## config.mk

```make
export PLATFORM = sky130hd
export DESIGN_NAME = pwm_ramp_sched
export DESIGN_NICKNAME = d
export VERILOG_FILES = /design/src/rtl/pwm_ctrl_pkg.sv /design/src/rtl/pwm_tick_gen.sv /design/src/rtl/pwm_ramp_sched.sv
export SDC_FILE = /design/constraint.sdc
export NUM_CORES = 1
export LEC_CHECK = 0
export ABC_AREA = 0
export CAP_MARGIN = 25
export CORE_MARGIN = 3
export CORE_UTILIZATION = 24
export DETAILED_ROUTE_END_ITERATION = 8
export PLACE_DENSITY = 0.43
export SYNTH_ARGS = -nofsm -noshare
export SYNTH_HDL_FRONTEND = slang
export SYNTH_SLANG_ARGS = --single-unit
export TNS_END_PERCENT = 50
```

## constraint.sdc

```tcl
create_clock -name clk -period 6.5 [get_ports clk]
set_clock_uncertainty 0.1 [all_clocks]
set_input_delay 1.3 -clock clk [delete_from_list [all_inputs] [get_ports clk]]
set_output_delay 1.3 -clock clk [all_outputs]
set_load 0.01 [all_outputs]
```

## src/rtl/pwm_ctrl_pkg.sv

```systemverilog
// Shared types and helpers for the PWM control blocks.
package pwm_ctrl_pkg;

  typedef enum logic {IDLE, SCAN} ramp_state_t;

  // Full-scale duty for an r-bit PWM counter (100% duty).
  function automatic int unsigned duty_max(input int unsigned r);
    return 32'd1 << r;
  endfunction

endpackage

```

## src/rtl/pwm_tick_gen.sv

```systemverilog
// Prescaler: tick is high for one cycle every tick_dvsr+1 cycles.
// It is high in the first cycle after reset.
module pwm_tick_gen (
  input  logic        clk,
  input  logic        reset,
  input  logic [31:0] tick_dvsr,
  output logic        tick
);

  logic [31:0] q;

  always_ff @(posedge clk or posedge reset) begin
    if (reset)
      q <= '0;
    else if (q == tick_dvsr)
      q <= '0;
    else
      q <= q + 32'd1;
  end

  assign tick = (q == '0);

endmodule

```

## src/rtl/pwm_ramp_sched.sv

```systemverilog
// Ramp scheduler: one shared step engine walks every channel per step tick,
// moving each current duty one step toward its target.
module pwm_ramp_sched
  import pwm_ctrl_pkg::*;
#(
  parameter  int R    = 10,
  parameter  int N_CH = 4,
  localparam int CW   = $clog2(N_CH)
) (
  input  logic                  clk,
  input  logic                  reset,
  input  logic [31:0]           tick_dvsr,
  input  logic                  cmd_valid,
  output logic                  cmd_ready,
  input  logic [CW-1:0]         cmd_ch,
  input  logic [R:0]            cmd_target,
  input  logic [R:0]            cmd_step,
  output logic [N_CH*(R+1)-1:0] duty_flat,
  output logic [N_CH-1:0]       at_target,
  output logic                  overrun
);

  localparam int            DW   = R + 1;
  localparam logic [R:0]    DMAX = DW'(duty_max(R));
  localparam logic [CW-1:0] LAST = CW'(N_CH - 1);

  logic        tick;
  ramp_state_t state;
  logic [CW-1:0] idx;
  logic        pending;
  logic        overrun_q;

  logic [R:0] cur  [N_CH];
  logic [R:0] tgt  [N_CH];
  logic [R:0] step [N_CH];

  logic [R+1:0] c_x, t_x, s_x, sum, gap, diff;
  logic [R:0]   next_cur;
  logic [R:0]   cmd_tgt_clamped;
  logic         ch_ok;
  logic         accept;

  pwm_tick_gen u_tick_gen (
    .clk       (clk),
    .reset     (reset),
    .tick_dvsr (tick_dvsr),
    .tick      (tick)
  );

  // Shared step datapath; one bit of headroom so neither direction can wrap.
  always_comb begin
    c_x      = {1'b0, cur[idx]};
    t_x      = {1'b0, tgt[idx]};
    s_x      = {1'b0, step[idx]};
    sum      = c_x + s_x;
    gap      = c_x - t_x;
    diff     = c_x - s_x;
    next_cur = cur[idx];
    if (c_x < t_x)
      next_cur = (sum > t_x) ? tgt[idx] : sum[R:0];
    else if (c_x > t_x)
      next_cur = (s_x >= gap) ? tgt[idx] : diff[R:0];
  end

  assign cmd_tgt_clamped = (cmd_target > DMAX) ? DMAX : cmd_target;
  assign ch_ok           = int'(cmd_ch) < N_CH;
  assign cmd_ready       = (state == IDLE) && !tick;
  assign accept          = cmd_valid && cmd_ready;
  assign overrun         = overrun_q;

  // Commands only land in IDLE without a tick, so they never race a channel update.
  always_ff @(posedge clk or posedge reset) begin
    if (reset) begin
      state     <= IDLE;
      idx       <= '0;
      pending   <= 1'b0;
      overrun_q <= 1'b0;
      for (int i = 0; i < N_CH; i++) begin
        cur[i]  <= '0;
        tgt[i]  <= '0;
        step[i] <= '0;
      end
    end else begin
      if (accept && ch_ok) begin
        tgt[cmd_ch]  <= cmd_tgt_clamped;
        step[cmd_ch] <= cmd_step;
        if (cmd_step == '0)
          cur[cmd_ch] <= cmd_tgt_clamped;
      end
      case (state)
        IDLE: begin
          if (tick) begin
            state <= SCAN;
            idx   <= '0;
          end
        end
        SCAN: begin
          cur[idx] <= next_cur;
          if (idx == LAST) begin
            idx <= '0;
            // A tick on the last channel with nothing pending simply starts the next scan.
            if (pending) begin
              pending <= 1'b0;
              if (tick)
                overrun_q <= 1'b1;
            end else if (!tick) begin
              state <= IDLE;
            end
          end else begin
            idx <= idx + 1'b1;
            if (tick) begin
              if (pending)
                overrun_q <= 1'b1;
              else
                pending <= 1'b1;
            end
          end
        end
        default: state <= IDLE;
      endcase
    end
  end

  always_comb begin
    at_target = '0;
    for (int i = 0; i < N_CH; i++)
      at_target[i] = (cur[i] == tgt[i]);
  end

  for (genvar g = 0; g < N_CH; g++) begin : g_duty
    assign duty_flat[g*DW +: DW] = cur[g];
  end

endmodule

```

==> out/results.ini <==
[clocking]
cts_max_path_buffers=2
cts_setup_buffers=0
clock_latency_ps=470
tritoncts=yes
cts_max_level=4
clock_sinks=169
cts_buffers=17
postCtsResizedCells=0
clk_pin_slew_ps=70
holdBufCountCts=0
root_buffer=clkbuf_16

[floorplan]
fp-row-count=78
start_util_pct=24.6
ioPinCount=109
dieArea_sq_um=49700
die_w_um=223
core_area_sq_um=46000
die-height_um=223

[timing]
finalSetupViolations=0
setup_ws_ps=886
relSlewSlack_pct=29.1
fin_crit_ps=5610
min_period_over_period_pct=86.4
max_freq_mhz=178
max_slew.worst_pin.slew_ps=1060
hold_violations=0
report.final.slew_viol_count=0
rsz0062_at_grt=no
tns_ps=0

[synthesis]
synthesis.nets=1188
synth_flop_cell=dfrtp_1
synth-edff-count=0
postSynthCellCount=1066
yosysTopAreaCell=dfrtp_1
synthTopCellsByArea=dfrtp_1 (37%), mux2i_1 (8.7%), ha_1 (6.6%), mux4_2 (6.4%), mux2_2 (6.0%)
synth-warning-count=0
synthArstFlopShare_pct=100
synth_seq_cells=169
syn-cell-area_sq_um=11300
synth_top_area_share_pct=37.4
seq_area_frac_synth_pct=37.4
syn_area_per_cell_sq_um=10.6
synth_cell_types=65

[setup_path]
critPathKind=reg2reg
cp_slowest_cell=dfrtp_2
end_kind=flip-flop
timing.rr.start=idx[1]$_DFFE_PP0N_
cp_data_required_time_ps=6700
cpPeakStageDelay_ps=770
worst-path-stages=18
arrival_ps=5820
critPathCapture=duty_flat[8]$_DFF_PP0_
cp-start-kind=flip-flop
worstRegToRegCells=18
r2r_end=duty_flat[8]$_DFF_PP0_
crit_buf_inv=2
path_cells=mux4_2 > inv_1 > fa_1 > o21ba_2 > nand2b_1 > a21o_2 > a21oi_1 > nor2_1 > xnor2_1 > ha_1 > o21ai_0 > a21oi_1 > o41ai_4 > o311ai_2 > buf_4 > mux2_2 > a222oi_1 > mux2i_1
r2r_setup_slack_ps=890
worstSetupStartpoint=idx[1]$_DFFE_PP0N_
critPathMaxFanout=24
crit_family=compound AO/OA/AOI/OAI gates
crit_top_cell=a21oi_1

[global_routing]
grt_first_pass_wirelength_um=55900
grt_max_degree=79
antenna_found_initial=0
gr-total-overflow=0
grtUsageTotal_pct=14.8
grt_pass1_vias=8777

[power_and_ir_drop]
p_leak_nw=5.71
p_total_mw=4.28
ir_drop_v=0.000160
p_per_area_nw_per_um2=312

[placement]
post_dp_cell_area_sq_um=13100
hpwl_um=27400
globalplace.congestion=0.857
place_ws_ps=788
port_buffers=108

[route]
initialDrtViolationCount=581
drc=0
drt-total-wl_um=36300
ant_nets=0
first_pass_iters=5
vias=8499
wl_per_cell_um=20.5
routed_via_density=4.78

[run]
cap_violations=0

[finish]
design_area_sq_um=13700
nFillCells=4754
final_layout_size_suffix_gt1_share_pct=13.8
num-nets-final=1285
area_growth_pct=21.3
final-seq-area_sq_um=4230
multi_input_comb_area_sq_um=6710
final_core_util_pct=29.8

[min_path]
hp-class=reg2reg

[run_status]
status=completed

==> metal layers <==
| metal | wire, um | up-vias | track usage, % |
|---|---|---|---|
| met5 | 0 | - | 0 |
| met4 | 593 | 0 | 4.31 |
| met3 | 1650 | 33 | 3.26 |
| met2 | 17500 | 163 | 24.1 |
| met1 | 16600 | 4265 | 19.7 |
| li1 | - | 4038 | - |
==> state kept, by name, indices dropped and copies added (netlist names) <==
signal / cells
duty_flat: 44
idx: 2
overrun: 1
pending: 1
state: 1
step: 44
tgt: 44
u_tick_gen.q: 32
==> cell usage after synthesis, drive strengths merged (3+ instances only) <==
cell type and count:
mux2 60, xnor2 67, o211ai 4, o31ai 6
nand3 22, nor4 17, xor2 59, a211oi 11
dfrtp 169, and4 4, a21o 8, or2 3
o22a 7, nand4 25, o21ai 58, nor2b 17
buf 16, ha 60, mux2i 98, fa 3
and3 5, o21a 4, nand2b 19, or3 7
mux4 32, nor3 21, nand2 61, inv 43
nand4b 3, clkbuf 34, and2 3, nor2 63
a21oi 27
==> cell type report <==
cell class	count	area share (%)
Sequential cell	169	30.9
Timing Repair Buffer	128	9.08
Antenna cell	1	0.0183
Clock inverter	11	0.995
Multi-Input combinational cell	803	49.0
Inverter	44	1.24
Tap cell	600	5.48
Clock buffer	21	3.36
==> metrics by stage <==
stage	cells	hold slack [ps]
after floorplan	1066	374
after global placement	1743	383
after detailed placement	1743	389
after CTS	1775	405
after global routing	1776	411
final	1777	402
==> cell families after synthesis <==
| group | count (synthesis) | share of synthesized area, % |
|---|---|---|
| multiplexers | 190 | 21.0 |
| buffers and inverters | 94 | 3.34 |
| flip-flops | 169 | 37.4 |
| adder cells (fa/ha/maj) | 63 | 7.18 |
| AND/OR/NAND/NOR | 274 | 12.2 |
| AO/OA/AOI/OAI | 150 | 9.03 |
| XOR/XNOR | 126 | 9.77 |
==> how the worst min path moves through the flow <==
stage                                       to  depth (start not counted)                 start
after floorplan           step[19]$_DFFE_PP0P_                          1  step[19]$_DFFE_PP0P_
after global placement    step[23]$_DFFE_PP0P_                          1  step[23]$_DFFE_PP0P_
after detailed placement  step[17]$_DFFE_PP0P_                          1  step[17]$_DFFE_PP0P_
after CTS                 step[17]$_DFFE_PP0P_                          1  step[17]$_DFFE_PP0P_
after global routing      step[17]$_DFFE_PP0P_                          1  step[17]$_DFFE_PP0P_
final                     step[21]$_DFFE_PP0P_                          1  step[21]$_DFFE_PP0P_
==> power breakdown <==
part / internal (mW) / total [mW] / leakage, nW / switching, mW
clock: 0.592 / 1.07 / 0.278 / 0.477
combinational: 0.854 / 1.87 / 3.37 / 1.01
sequential: 1.19 / 1.34 / 2.06 / 0.149
==> layout by cell type, fill, tap and decap left out, drive strengths merged, types with 5 or more instances in the layout <==
master and count:
a21oi 27, xor2 59, o22a 7, xnor2 67, nor2b 17, buf 20
nand2 61, mux2 60, mux4 32, a21o 8, o21ai 58, and3 5
ha 60, clkbuf 21, nand3 22, mux2i 98, clkdlybuf4s50 108, nand2b 19
or3 7, nor4 17, inv 46, dfrtp 169, nand4 25, o31ai 6
nor3 21, a211oi 11, nor2 63
(Power assumes the default switching activity.)
